### src/rtl/ysyx_24100027_pkg.sv
`default_nettype none
// ============================================================================
//  Module      : ysyx_24100027_pkg
//  Description : Shared types and constants for the instruction fetch unit.
//  Revision    : 1.0 - initial release
// ============================================================================
package ysyx_24100027_pkg;

  // Fetch-unit sequencing states; FAULT is absorbing until reset.
  typedef enum logic [2:0] {
    S_BOOT  = 3'd0,
    S_REQ   = 3'd1,
    S_WAIT  = 3'd2,
    S_DISP  = 3'd3,
    S_EXEC  = 3'd4,
    S_FAULT = 3'd5
  } state_t;

  // PC the core starts fetching from after reset.
  localparam logic [31:0] DEFAULT_RESET_PC = 32'h8000_0000;

  // Canonical RISC-V nop (addi x0, x0, 0), presented to decode out of reset.
  localparam logic [31:0] NOP_INST = 32'h0000_0013;

endpackage : ysyx_24100027_pkg
`default_nettype wire

### src/rtl/ysyx_24100027_nextpc.sv
`default_nettype none
// ============================================================================
//  Module      : ysyx_24100027_nextpc
//  Description : Next-PC datapath: base/addend select, 32-bit add, jalr
//                bit-0 clear and word-misalignment flag.
//  Revision    : 1.0 - initial release
// ============================================================================
module ysyx_24100027_nextpc (
  input  logic [31:0] i_pc,
  input  logic [31:0] i_rs1,
  input  logic [31:0] i_imm,
  input  logic        i_actr,
  input  logic        i_bctr,
  output logic [31:0] o_next_pc,
  output logic        o_misaligned
);

  logic [31:0] w_base;
  logic [31:0] w_addend;
  logic [31:0] w_sum;

  // Select operands, add modulo 2^32, clear bit 0 for jalr, flag misalignment.
  always_comb begin
    w_base       = i_bctr ? i_rs1 : i_pc;
    w_addend     = i_actr ? i_imm : 32'd4;
    w_sum        = w_base + w_addend;
    o_next_pc    = i_bctr ? {w_sum[31:1], 1'b0} : w_sum;
    o_misaligned = (o_next_pc[1:0] != 2'b00);
  end

endmodule : ysyx_24100027_nextpc
`default_nettype wire

### src/rtl/ysyx_24100027_ifu.sv
`default_nettype none
// ============================================================================
//  Module      : ysyx_24100027_ifu
//  Description : Instruction fetch unit. Holds the architectural PC, issues
//                one imem request at a time, hands the instruction to decode
//                and advances the PC on commit.
//  Revision    : 1.0 - initial release
// ============================================================================
module ysyx_24100027_ifu
  import ysyx_24100027_pkg::*;
#(
  parameter logic [31:0] RESET_PC = DEFAULT_RESET_PC
) (
  input  logic        clk,
  input  logic        rst_n,
  input  logic        PCActr,
  input  logic        PCBctr,
  input  logic [31:0] imm,
  input  logic [31:0] rs1,
  input  logic        commit_valid,
  output logic        req_valid,
  input  logic        req_ready,
  output logic [31:0] req_addr,
  input  logic        resp_valid,
  input  logic [31:0] resp_data,
  input  logic        resp_err,
  output logic        inst_valid,
  input  logic        inst_ready,
  output logic [31:0] inst,
  output logic [31:0] inst_pc,
  output logic        fault
);

  state_t      r_state;
  logic        r_boot_done;
  logic [31:0] r_pc;
  logic [31:0] r_inst;
  logic [31:0] r_inst_pc;
  logic        r_req_valid;
  logic        r_inst_valid;
  logic        r_fault;

  logic [31:0] w_next_pc;
  logic        w_misaligned;

  ysyx_24100027_nextpc u_nextpc (
    .i_pc         (r_pc),
    .i_rs1        (rs1),
    .i_imm        (imm),
    .i_actr       (PCActr),
    .i_bctr       (PCBctr),
    .o_next_pc    (w_next_pc),
    .o_misaligned (w_misaligned)
  );

  // Fetch sequencer; outputs are registered alongside the state so that
  // nothing downstream sees a combinational path from the inputs.
  always_ff @(posedge clk or negedge rst_n) begin
    if (!rst_n) begin
      r_state      <= S_BOOT;
      r_boot_done  <= 1'b0;
      r_pc         <= RESET_PC;
      r_inst       <= NOP_INST;
      r_inst_pc    <= RESET_PC;
      r_req_valid  <= 1'b0;
      r_inst_valid <= 1'b0;
      r_fault      <= 1'b0;
    end else begin
      case (r_state)
        // The first edge after release only arms the boot flag, so the first
        // request appears on the second edge.
        S_BOOT: begin
          if (r_boot_done) begin
            r_state     <= S_REQ;
            r_req_valid <= 1'b1;
          end else begin
            r_boot_done <= 1'b1;
          end
        end
        S_REQ: begin
          if (req_ready) begin
            r_state     <= S_WAIT;
            r_req_valid <= 1'b0;
          end
        end
        S_WAIT: begin
          if (resp_valid) begin
            if (resp_err) begin
              r_state <= S_FAULT;
              r_fault <= 1'b1;
            end else begin
              r_inst       <= resp_data;
              r_inst_pc    <= r_pc;
              r_inst_valid <= 1'b1;
              r_state      <= S_DISP;
            end
          end
        end
        S_DISP: begin
          if (inst_ready) begin
            r_inst_valid <= 1'b0;
            r_state      <= S_EXEC;
          end
        end
        // A misaligned target leaves the PC at the faulting instruction.
        S_EXEC: begin
          if (commit_valid) begin
            if (w_misaligned) begin
              r_state <= S_FAULT;
              r_fault <= 1'b1;
            end else begin
              r_pc        <= w_next_pc;
              r_req_valid <= 1'b1;
              r_state     <= S_REQ;
            end
          end
        end
        S_FAULT: begin
          r_fault      <= 1'b1;
          r_req_valid  <= 1'b0;
          r_inst_valid <= 1'b0;
        end
        default: begin
          r_state      <= S_FAULT;
          r_fault      <= 1'b1;
          r_req_valid  <= 1'b0;
          r_inst_valid <= 1'b0;
        end
      endcase
    end
  end

  assign req_valid  = r_req_valid;
  assign req_addr   = r_pc;
  assign inst_valid = r_inst_valid;
  assign inst       = r_inst;
  assign inst_pc    = r_inst_pc;
  assign fault      = r_fault;

endmodule : ysyx_24100027_ifu
`default_nettype wire

### config.mk
export PLATFORM = sky130hd
export DESIGN_NAME = ysyx_24100027_ifu
export DESIGN_NICKNAME = d
export VERILOG_FILES = /design/src/rtl/ysyx_24100027_pkg.sv /design/src/rtl/ysyx_24100027_nextpc.sv /design/src/rtl/ysyx_24100027_ifu.sv
export SDC_FILE = /design/constraint.sdc
export NUM_CORES = 1
export LEC_CHECK = 0
export CAP_MARGIN = 20
export CORE_MARGIN = 3
export CORE_UTILIZATION = 40
export CTS_BUF_LIST = sky130_fd_sc_hd__clkbuf_16
export DETAILED_ROUTE_END_ITERATION = 16
export GPL_ROUTABILITY_DRIVEN = 1
export PLACE_DENSITY = 0.8
export SLEW_MARGIN = 20
export SYNTH_ARGS = -nofsm -noshare
export SYNTH_HDL_FRONTEND = slang
export SYNTH_SLANG_ARGS = --single-unit
### constraint.sdc
create_clock -name clk -period 3.4 [get_ports clk]
set_input_delay 0.51 -clock clk [delete_from_list [all_inputs] [get_ports clk]]
set_output_delay 0.51 -clock clk [all_outputs]
set_load 0.02 [all_outputs]
After elaboration in Yosys (flattened, before gate mapping) --
Cells that the tools add are included.
Storage, ports and cells: bits in registers 103, logic and storage cells 65
Operators by class: multiplexer cells 25, equality and inequality tests 14, reduce and logical (&&, ||, !) cells 11, bitwise logic cells 6, add/subtract/negate cells 1
Operators with widths (number):
- 2-to-1 mux 32 bit | 2
- adder 32 bit | 1
- 2-to-1 mux 3 bit | 7
- one-hot mux 3 bit (6 select lines) | 1
- != test 2 bit, second input constant | 8
- 2-to-1 mux 1 bit | 12
- AND reduction 5 bit | 2
- equality test 3 x 2 -> 1 bit, second input constant | 2
- equality test 3 bit, second input constant | 2
- inverter 1 bit | 6
- one-hot mux 1 bit (3 select lines) | 2
- AND reduction 3 bit | 2
- AND reduction 6 bit | 1
- OR reduction 3 bit | 2
- one-hot mux 1 bit (4 select lines) | 1
- AND reduction 4 bit | 1
- equality test 3 x 1 -> 1 bit, second input constant | 1
- logical NOT 3 bit | 1
- != test 2 x 1 -> 1 bit, second input constant | 1
- nonzero test 2 bit | 1
- OR reduction 2 bit | 1

Logic depth before layout (Yosys ltp) --
Gate-level depths: netlist of run 1.
word-level depth 7, mapped depth 12, mapped depth without buffers 10

Modules after synthesis --
Synthesis of run 1 repeated with hierarchy kept, for this count alone.
Unflattened totals: cells, all modules 560, area, all modules 6302.3 µm²
By module, submodules not included:
- ysyx_24100027_ifu | cells each 247, area an instance 4010.1 µm², instances 1
- ysyx_24100027_nextpc | cells each 313, area an instance 2292.2 µm², instances 1

Worst setup path before layout of run 1 --
No wires, ideal clock.
path type input to register, start in PCBctr, end reg r_pc[18], in the netlist req_addr[18], path slack 75 ps, setup time 69 ps, data arrival time 3256 ps, path buffers 3, stages 10, path through buf_4 > clkbuf_1 > mux2_2 > fa_1 > a21o_1 > or4_1 > clkbuf_1 > or3_1 > or3_1 > nand3_1
RTL lines:
- from (decl) | RTL line ysyx_24100027_ifu.sv:17 | input logic PCBctr,
- 2-to-1 mux 32 bit | RTL line ysyx_24100027_nextpc.sv:24 | w_base = i_bctr ? i_rs1 : i_pc;
- adder 32 bit | RTL line ysyx_24100027_nextpc.sv:26 | w_sum = w_base + w_addend;
- net u_nextpc.o_next_pc[1] | RTL line ysyx_24100027_nextpc.sv:14 | output logic [31:0] o_next_pc,
- nonzero test 2 bit | RTL line ysyx_24100027_nextpc.sv:28 | o_misaligned = (o_next_pc[1:0] != 2'b00);
- inverter 1 bit (no line)
- AND reduction 3 bit (no line)
- to (signal assigned) | RTL line ysyx_24100027_ifu.sv:112 | r_pc <= w_next_pc;
- to (decl) | RTL line ysyx_24100027_ifu.sv:36 | logic [31:0] r_pc;
The timed path passes the listed nets, and every way through them passes these cells. A chain may end at the register's enable or synchronous reset.

Worst setup path in the final report of run 1 --
start in rs1[0], end reg r_pc[30], in the netlist req_addr[30]
On the way: cells in the longest elaborated chain, start to end 6
RTL lines:
- from (decl) | RTL line ysyx_24100027_ifu.sv:19 | input logic [31:0] rs1,
- 2-to-1 mux 32 bit (*) | RTL line ysyx_24100027_nextpc.sv:24
- adder 32 bit (*) | RTL line ysyx_24100027_nextpc.sv:26
- 2-to-1 mux 1 bit | RTL line ysyx_24100027_nextpc.sv:27 | o_next_pc = i_bctr ? {w_sum[31:1], 1'b0} : w_sum;
- nonzero test 2 bit | RTL line ysyx_24100027_nextpc.sv:28
- inverter 1 bit (no line)
- AND reduction 3 bit (no line)
Every way passes the cells marked *; elsewhere a longest branch is shown, timed or not.

==> impl_metrics.env, run 1 <==
export IMPL_setup_viol=0
export IMPL_gr_total_overflow=0
export IMPL_antenna_found_initial=1
export IMPL_grt_setup_unrepaired="false"
export IMPL_place_area_mm2=0.00912
export IMPL_cap_violations=0
export IMPL_synth_area_mm2=0.00642
export IMPL_grt_start_max_net_pins=61
export IMPL_grt_pass1_wl_um=29000
export IMPL_cts_setup_buffers=0
export IMPL_vias=5725
export IMPL_num_rows=45
export IMPL_p_leak_uw=0.00420
export IMPL_wl_per_cell_um=16.2
export IMPL_final_common_cell="clkdlybuf4s50_1"
export IMPL_finalCritPeriodShare_pct=93.3
export IMPL_cts_tree="yes"
export IMPL_end_kind="register"
export IMPL_power_total_uw=6470
export IMPL_clockBufferDepth=2
export IMPL_synth_top_family_by_area="multiplexers"
export IMPL_yosysSeqAreaShare_pct=40.2
export IMPL_first_iter_violations=245
export IMPL_fin_cells=1091
export IMPL_postRouteWirelength_um=17700
export IMPL_synth_nets=766
export IMPL_cts_root_buf="clkbuf_16"
export IMPL_routed_via_density=5.25
export IMPL_nNetsFinal=1012
export IMPL_synth_seq_cells=103
export IMPL_die_h_um=133
export IMPL_synth_ff_type="dfrtp_1"
export IMPL_dpl_hpwl_um=13800
export IMPL_synth_yosys_warnings=0
export IMPL_drt_first_pass_iters=5
export IMPL_drive_gt1_share_pct=22.6
export IMPL_critical_path_class="input port to register"
export IMPL_final_cell_area_mm2=0.00942
export IMPL_drc=0
export IMPL_power_density_mw_per_mm2=686
export IMPL_nFillCells=1361
export IMPL_diodes=0
export IMPL_finalHoldViolCount=0
export IMPL_crit_path_max_fanout=7
export IMPL_synth_distinct_cells=63
export IMPL_cts_buffers=9
export IMPL_grt_pass1_vias=5692
export IMPL_outcome="finished, final reports clean"
export IMPL_yosys_area_share_xor_xnor_pct=1.91
export IMPL_fin_skew_ns=0.0138
export IMPL_worst_pin_slew_ns=0.765
export IMPL_gp_congestion=0.892
export IMPL_arrival_ns=3.43
export IMPL_fp_dieW_um=133
export IMPL_relSlewSlack_pct=49.0
export IMPL_ctsHoldBuffers=0
export IMPL_synth_area_per_cell_um2=10.2
export IMPL_period_needed_ns=3.17
export IMPL_synth_adder_area_share_pct=6.35
export IMPL_synth_edf_count=0
export IMPL_clk_insertion_delay_late_ns=0.36
export IMPL_irDropWorstVdd_mv=0.465
export IMPL_slew_violations=0
export IMPL_start_util_pct=41.6
export IMPL_antenna_left=0
export IMPL_clock_sinks=103
export IMPL_synthToLayoutAreaGrowth_pct=46.7
export IMPL_ys_async_sr_fraction_pct=100
export IMPL_synth_cells=629
export IMPL_synth_compound_area_share_pct=16.9
export IMPL_hold_path_class="input port to asynchronous set/reset pin"
export IMPL_port_buffers=203
export IMPL_track_usage_pct=20.1
export IMPL_postCtsResizedCells=0
export IMPL_coreArea_mm2=0.0154
export IMPL_dieArea_mm2=0.0176
export IMPL_fmax_ghz=0.315
export IMPL_numPlacedInstances=1075
export IMPL_htree_num_levels=3
export IMPL_critPathLaunchType="input port"
export IMPL_io_pins=204
export IMPL_path_clk_slew_ns=0.08
export IMPL_synth_simple_gate_area_share_pct=13.7
export IMPL_critPathRequiredTime_ns=3.66
export IMPL_muxShareOfSynthArea_pct=17.5
export IMPL_most_common_layout_cells="clkdlybuf4s50_1 (201), dfrtp_1 (98), mux2_2 (96)"
metal layers:
metal | global-route usage (%) | wire [um] | vias up
met5 | 0 | 9 | -
met4 | 4.85 | 252 | 2
met3 | 4.56 | 916 | 19
met2 | 34.2 | 8720 | 163
met1 | 26.2 | 7810 | 2738
li1 | - | - | 2803
cells in the mapped netlist (6+ instances only):
library cell  count  share of area (%)
dfrtp_1          98                 38
xor2_1            7               0.95
ha_1             31                6.0
buf_2             7               0.55
o21ai_0          31                2.4
nand2b_1          6               0.58
o31ai_1           8               0.94
o21a_1            8               0.94
and2_1           34                3.3
a21o_1           19                2.2
nor3_1            7               0.55
nand2_1          50                2.9
nand3_1          18                1.4
and3_1            9               0.88
clkbuf_1         29                1.7
mux2_2           96                 17
a21oi_1          28                2.2
xnor2_1           7               0.95
o211ai_1         11                1.3
inv_1            18                1.1
o21bai_1          6               0.70
nor2_1           21                1.2
cell type report:
class | instances | area [um2] | area share (%)
multi-input cells | 470 | 3630 | 38.5
repair buffers | 272 | 2570 | 27.2
clock inverters | 7 | 81.3 | 0.863
well taps | 211 | 264 | 2.80
flip-flops and latches | 103 | 2580 | 27.4
clock buffers | 9 | 225 | 2.39
inverters | 19 | 71.3 | 0.757
worst max-delay path, cell delays in order:
cell	delay, ns
clkdlybuf4s50_1	0.39
mux2_2	0.26
ha_1	0.21
fa_1	0.40
a211oi_1	0.32
nor2_1	0.11
o31ai_1	0.29
o211a_2	0.32
a21o_1	0.24
a2111oi_0	0.15
a311oi_1	0.22
sequential cells by signal, summed over array words and instances, names as in the netlist:
register / flops
inst: 32
fault: 1
r_state: 3
req_valid: 1
r_boot_done: 1
inst_valid: 1
inst_pc: 32
req_addr: 32
power by group:
| part | switching [uW] | internal [uW] | leakage [uW] |
|---|---|---|---|
| Sequential | 381 | 1690 | 0.00132 |
| Clock | 502 | 582 | 0.000147 |
| Combinational | 1580 | 1740 | 0.00273 |
cell families (layout without fill, tap and decap cells):
kind of cell | Yosys count | in the layout
and+or+nand+nor | 169 | 169
AOI/OAI and AO/OA | 155 | 155
DFF | 103 | 103
muxes | 100 | 100
buffers and inverters | 56 | 307
adders and majority gates | 32 | 32
xor gates and xnor gates | 14 | 14
final timing paths:
kind                                  start      endpoint  slack, ns  depth (start not counted)
worst max-delay path                 rs1[0]  req_addr[30]       0.23                         11
worst min-delay path                  rst_n      inst[14]       0.23                          1
worst max register to register  req_addr[0]  req_addr[30]       0.34                         10
worst min register to register  r_boot_done   r_boot_done       0.46                          2
max in group asynchronous             rst_n       inst[1]       2.38                          2
min in group clk                r_boot_done   r_boot_done       0.46                          2
per-stage QoR:
step           hold WS (ns)  setup WS [ns]  util, %  setup TNS, ns
6_report              0.233          0.227     61.1              0
5_1_grt               0.290         0.0158     61.1              0
4_1_cts               0.259          0.207     61.1              0
3_5_place_dp          0.446         -0.177     59.1         -0.747
3_3_place_gp          0.433        -0.0983     59.1         -0.394
2_1_floorplan         0.214         0.0749        -              0
Note: power is estimated with default switching activity, not from simulation.
==> run 2, diff against run 1 <==
- ABC_AREA: unset -> 1
- PLACE_DENSITY: 0.8 -> 0.78
==> run 2 against run 1 <==
Against the previous run:
- non-clock buffer count is 60 lower
- combinational power rose by 9.3%
- critical endpoint is now req_addr[15]
- power up 5.4%
- largest power group unchanged
==> impl_metrics.env, run 2 <==
export IMPL_most_common_layout_cells="nand2_1 (367), clkdlybuf4s50_1 (201), inv_1 (183)"
export IMPL_fin_skew_ns=0.00909
export IMPL_postCtsResizedCells=0
export IMPL_ff_latch_area_mm2=0.00258
export IMPL_cpMaxStageDelayCell="clkdlybuf4s50_1"
export IMPL_synth_top_cell_by_area="dfrtp_1"
export IMPL_num_rows=47
export IMPL_track_usage_pct=21.7
export IMPL_grt_pass1_wl_um=33700
export IMPL_irDropWorstVdd_mv=0.381
export IMPL_dpl_hpwl_um=17400
export IMPL_outcome="finished, final reports clean"
export IMPL_synthTopCellsByArea="dfrtp_1 (35%), nand2_1 (20%), inv_1 (9.8%)"
export IMPL_gp_congestion=0.943
export IMPL_diodes=0
export IMPL_worstSetupStartpoint="rs1[0]"
export IMPL_final_common_cell="nand2_1"
export IMPL_hold_path_class="input port to asynchronous set/reset pin"
export IMPL_drive_gt1_share_pct=6.18
export IMPL_slew_violations=0
export IMPL_grt_setup_unrepaired="false"
export IMPL_critPathRequiredTime_ns=3.66
export IMPL_cts_root_buf="clkbuf_16"
export IMPL_clockBufferDepth=2
export IMPL_routed_via_density=4.77
export IMPL_vias=6756
export IMPL_start_util_pct=41.7
export IMPL_grt_pass1_vias=6382
export IMPL_power_total_uw=6820
export IMPL_cts_setup_buffers=0
export IMPL_clk_insertion_delay_late_ns=0.35
export IMPL_htree_num_levels=3
export IMPL_synth_top_area_share_pct=34.8
export IMPL_synth_area_mm2=0.00704
export IMPL_synth_nets=1131
export IMPL_drt_first_pass_iters=5
export IMPL_cap_violations=0
export IMPL_synth_ff_type="dfrtp_1"
export IMPL_relSlewSlack_pct=52.9
export IMPL_nNetsFinal=1329
export IMPL_power_density_mw_per_mm2=713
export IMPL_max_stage_delay_ns=0.45
export IMPL_end_kind="register"
export IMPL_postRouteWirelength_um=21200
export IMPL_cts_tree="yes"
export IMPL_gr_total_overflow=0
export IMPL_fin_hold_ws_ns=0.136
export IMPL_io_pins=204
export IMPL_arrival_ns=2.92
export IMPL_yosysSeqAreaShare_pct=36.7
export IMPL_ctsHoldBuffers=0
export IMPL_nFillCells=1631
export IMPL_finalCritPeriodShare_pct=78.1
export IMPL_clock_sinks=103
export IMPL_synth_cells=994
export IMPL_die_h_um=139
export IMPL_crit_chain="clkdlybuf4s50_1 > nand2_1 > o21ai_0 > ha_1 > fa_1 > o21bai_1 > nor3_4 > nand2_4 > buf_4 > a21oi_1 > o21ai_0 > o21ai_0"
export IMPL_critPathLaunchType="input port"
export IMPL_p_leak_uw=0.00516
export IMPL_synth_yosys_warnings=0
export IMPL_setup_viol=0
export IMPL_yosys_top_cells_count="nand2_1 (367), inv_1 (183), dfrtp_1 (98)"
export IMPL_fp_dieW_um=139
export IMPL_synth_edf_count=0
export IMPL_grt_start_max_net_pins=47
export IMPL_totalNegativeSetupSlack_ns=0
export IMPL_critical_path_class="input port to register"
export IMPL_cpMostUsedCell="o21ai_0"
export IMPL_synth_seq_cells=103
export IMPL_cts_buffers=9
export IMPL_synth_most_common_cell="nand2_1"
export IMPL_synthToLayoutAreaGrowth_pct=35.8
export IMPL_finalHoldViolCount=0
export IMPL_wl_per_cell_um=14.9
export IMPL_first_iter_violations=456
export IMPL_ys_async_sr_fraction_pct=100
export IMPL_worst_pin_slew_ns=0.707
export IMPL_crit_path_max_fanout=20
export IMPL_port_buffers=203
export IMPL_fmax_ghz=0.376
export IMPL_drc=0
export IMPL_multi_input_area_mm2=0.00358
export IMPL_antenna_left=0
export IMPL_antenna_found_initial=0
export IMPL_synth_distinct_cells=31
export IMPL_period_needed_ns=2.66
export IMPL_synth_area_per_cell_um2=7.08
export IMPL_path_clk_slew_ns=0.08
export IMPL_timing_rr_start="req_addr[0]"
export IMPL_dieArea_mm2=0.0192
export IMPL_coreArea_mm2=0.0169
-- run 2: worst paths after layout --
path | slack [ns] | to | depth (start not counted)
max in group asynchronous | 2.41 | inst[4] | 2
min in group clk | 0.47 | r_boot_done | 2
setup / recovery | 0.74 | req_addr[15] | 12
hold reg to reg | 0.47 | r_boot_done | 2
hold / removal | 0.14 | inst_pc[26] | 1
setup reg to reg | 0.86 | req_addr[15] | 11
-- run 2: area by class of cell --
cell class	instances	share of cell area [%]
multi-input combinational	679	37.4
sequential	103	27.0
timing repair buffer	212	21.9
inverter	187	7.39
tap	220	2.88
clock buffer	9	2.36
clock inverter	7	1.05
-- run 2: report_power, final --
group | leakage (uW) | internal (uW) | switching, uW
registers | 0.00130 | 1740 | 345
logic | 0.00370 | 1620 | 2010
clock network | 0.000158 | 597 | 507
-- run 2: metal layers --
metal	global-route usage [%]	up-vias	routed length [um]
met5	0	-	0
met4	5.92	0	357
met3	2.00	25	1100
met2	36.9	220	10100
met1	29.6	3047	9590
li1	-	3464	-
-- run 2: cell families (layout without fill, tap and decap cells) --
| group | Yosys count | count (layout) | share of synthesized area (%) |
|---|---|---|---|
| simple gates | 481 | 481 | 27.7 |
| buf+inv | 212 | 415 | 12.5 |
| compound gates | 121 | 121 | 8.92 |
| flops | 103 | 103 | 36.7 |
| fa+ha+maj | 32 | 32 | 5.79 |
| mux | 32 | 32 | 6.82 |
| xor+xnor | 13 | 13 | 1.62 |
-- run 2: through the flow --
stage	setup slack (ns)	area, um2	cells	utilization [%]
CTS	0.776	9560	1417	56.7
finish	0.743	9560	1417	56.7
detailed placement	0.421	9240	1401	54.7
global placement	0.463	9240	1401	54.7
floorplan	0.727	7040	994	-
global route	0.444	9560	1417	56.7
-- run 2: critical path, delay by kind of cell --
kind	cells	cell delay (ns)
simple gates	3	0.41
fa+ha+maj	2	0.69
buf+inv	2	0.70
compound gates	5	0.60
==> run 3, diff against run 2 <==
- clock period: 3.4 -> 2.7 ns (I/O delays scaled with it)
==> run 3 against run 2 <==
Against the previous run:
- largest power group unchanged
- core utilization grew 1.5 points
- die area is the same
- hold slack lost 0.070 ns
- global-route usage grew 0.25 points
- clock skew grew 0.0037 ns
- combinational power grew 31%
- non-clock buffer count grew 31
- highest routed layer unchanged
- critical path depth shrank 1
==> impl_metrics.env, run 3 (synthesis results as in run 2) <==
export IMPL_postRouteWirelength_um=21200
export IMPL_antenna_found_initial=4
export IMPL_internal_power_uw=4990
export IMPL_totalNegativeSetupSlack_ns=0
export IMPL_critPathLaunchType="input port"
export IMPL_arrival_ns=2.68
export IMPL_cap_violations=0
export IMPL_pwr_share_seq_pct=30.8
export IMPL_vias=6988
export IMPL_postCtsResizedCells=0
export IMPL_irDropWorstVdd_mv=0.465
export IMPL_crit_path_max_fanout=25
export IMPL_start_util_pct=41.7
export IMPL_first_iter_violations=684
export IMPL_setup_viol=0
export IMPL_grt_pass1_wl_um=34400
export IMPL_outcome="finished, final reports clean"
export IMPL_place_ws_ns=-0.0777
export IMPL_final_common_cell="nand2_1"
export IMPL_gr_total_overflow=0
export IMPL_fin_ws_ns=0.251
export IMPL_critPathRequiredTime_ns=2.93
export IMPL_clock_sinks=103
export IMPL_clk_insertion_delay_late_ns=0.34
export IMPL_synthToLayoutAreaGrowth_pct=39.3
export IMPL_cts_buffers=9
export IMPL_cts_setup_buffers=0
export IMPL_clkPwrFrac_pct=13.7
export IMPL_cts_root_buf="clkbuf_16"
export IMPL_finalCritPeriodShare_pct=90.7
export IMPL_p_sw_uw=3550
export IMPL_track_usage_pct=21.9
export IMPL_coreArea_mm2=0.0169
export IMPL_nNetsFinal=1360
export IMPL_grt_setup_unrepaired="false"
export IMPL_drt_first_pass_iters=7
export IMPL_hold_path_class="input port to asynchronous set/reset pin"
export IMPL_critical_path_class="input port to register"
export IMPL_drc=0
export IMPL_most_common_layout_cells="nand2_1 (367), clkdlybuf4s50_1 (201), inv_1 (184)"
export IMPL_fp_dieW_um=139
export IMPL_numPlacedInstances=1432
export IMPL_grt_pass1_vias=6653
export IMPL_clockBufferDepth=2
export IMPL_port_buffers=203
export IMPL_fmax_ghz=0.408
export IMPL_comb_power_share_pct=55.5
export IMPL_switching_share_pct=41.6
export IMPL_io_pins=204
export IMPL_path_clk_slew_ns=0.06
export IMPL_fin_cells=1452
export IMPL_htree_num_levels=3
export IMPL_routed_via_density=4.81
export IMPL_power_density_mw_per_mm2=871
export IMPL_timing_rr_end="req_addr[16]"
export IMPL_p_leak_uw=0.00531
export IMPL_r2r_setup_slack_ns=0.35
export IMPL_wl_per_cell_um=14.6
export IMPL_relSlewSlack_pct=60.1
export IMPL_ctsHoldBuffers=0
export IMPL_gp_congestion=0.962
export IMPL_slew_violations=0
export IMPL_timing_rr_start="req_addr[1]"
export IMPL_grt_start_max_net_pins=59
export IMPL_num_rows=47
export IMPL_critPathCapture="req_addr[16]"
export IMPL_die_h_um=139
export IMPL_end_kind="register"
export IMPL_period_needed_ns=2.45
export IMPL_cts_tree="yes"
export IMPL_worst_pin_slew_ns=0.599
export IMPL_dpl_hpwl_um=17600
export IMPL_worstSetupStartpoint="PCActr"
export IMPL_finalHoldViolCount=0
export IMPL_antenna_left=0
export IMPL_drive_gt1_share_pct=8.31
export IMPL_fin_skew_ns=0.0128
export IMPL_dieArea_mm2=0.0192
export IMPL_r2r_cells=9
run 3: worst max-delay path: stages:
cell	delay (ns)
clkdlybuf4s50_1	0.55
nand2_1	0.08
inv_1	0.06
ha_1	0.19
fa_1	0.41
o21bai_1	0.22
nor3_4	0.19
nand2_4	0.13
clkinv_4	0.18
nand2_1	0.08
o22ai_1	0.18
run 3: metrics by stage:
| stage | util (%) | power (uW) | hold WS, ns | cell area [um2] |
|---|---|---|---|---|
| after floorplan | - | 5130 | 0.109 | 7040 |
| after global placement | 56.5 | 7300 | 0.447 | 9530 |
| after detailed placement | 56.5 | 7380 | 0.449 | 9530 |
| after CTS | 58.1 | 8580 | 0.0852 | 9800 |
| after global routing | 58.1 | 9110 | 0.105 | 9810 |
| final | 58.1 | 8540 | 0.0657 | 9810 |
run 3: cell type report:
type	count	area, um2
diodes	4	10.0
clock buffers	9	225
clock inverters	7	41.3
fillers	1551	7070
inverters	187	707
multi-input cells	679	3580
flip-flops and latches	103	2580
well taps	220	275
repair buffers	243	2390
run 3: worst min path at each step:
stage / end / slack [ns] / cells past startpoint
floorplan: fault / 0.11 / 0
global placement: inst[26] / 0.45 / 1
detailed placement: inst[26] / 0.45 / 1
CTS: inst[26] / 0.09 / 1
global route: inst[26] / 0.11 / 1
finish: inst[26] / 0.07 / 1
run 3: layer usage:
metal,part of all wire [%],GRT usage (%)
met1,45,29.7
met2,48,36.7
met3,4.6,2.28
met4,2.8,7.57
met5,0,0
run 3: power groups by stage:
stage	sequential, uW	combinational (uW)	clock (uW)
6_report	2630	4740	1170
5_1_grt	2720	5120	1270
4_1_cts	2630	4750	1200
3_3_place_gp	2620	4680	0
2_1_floorplan	3340	1790	0
3_5_place_dp	2650	4730	0
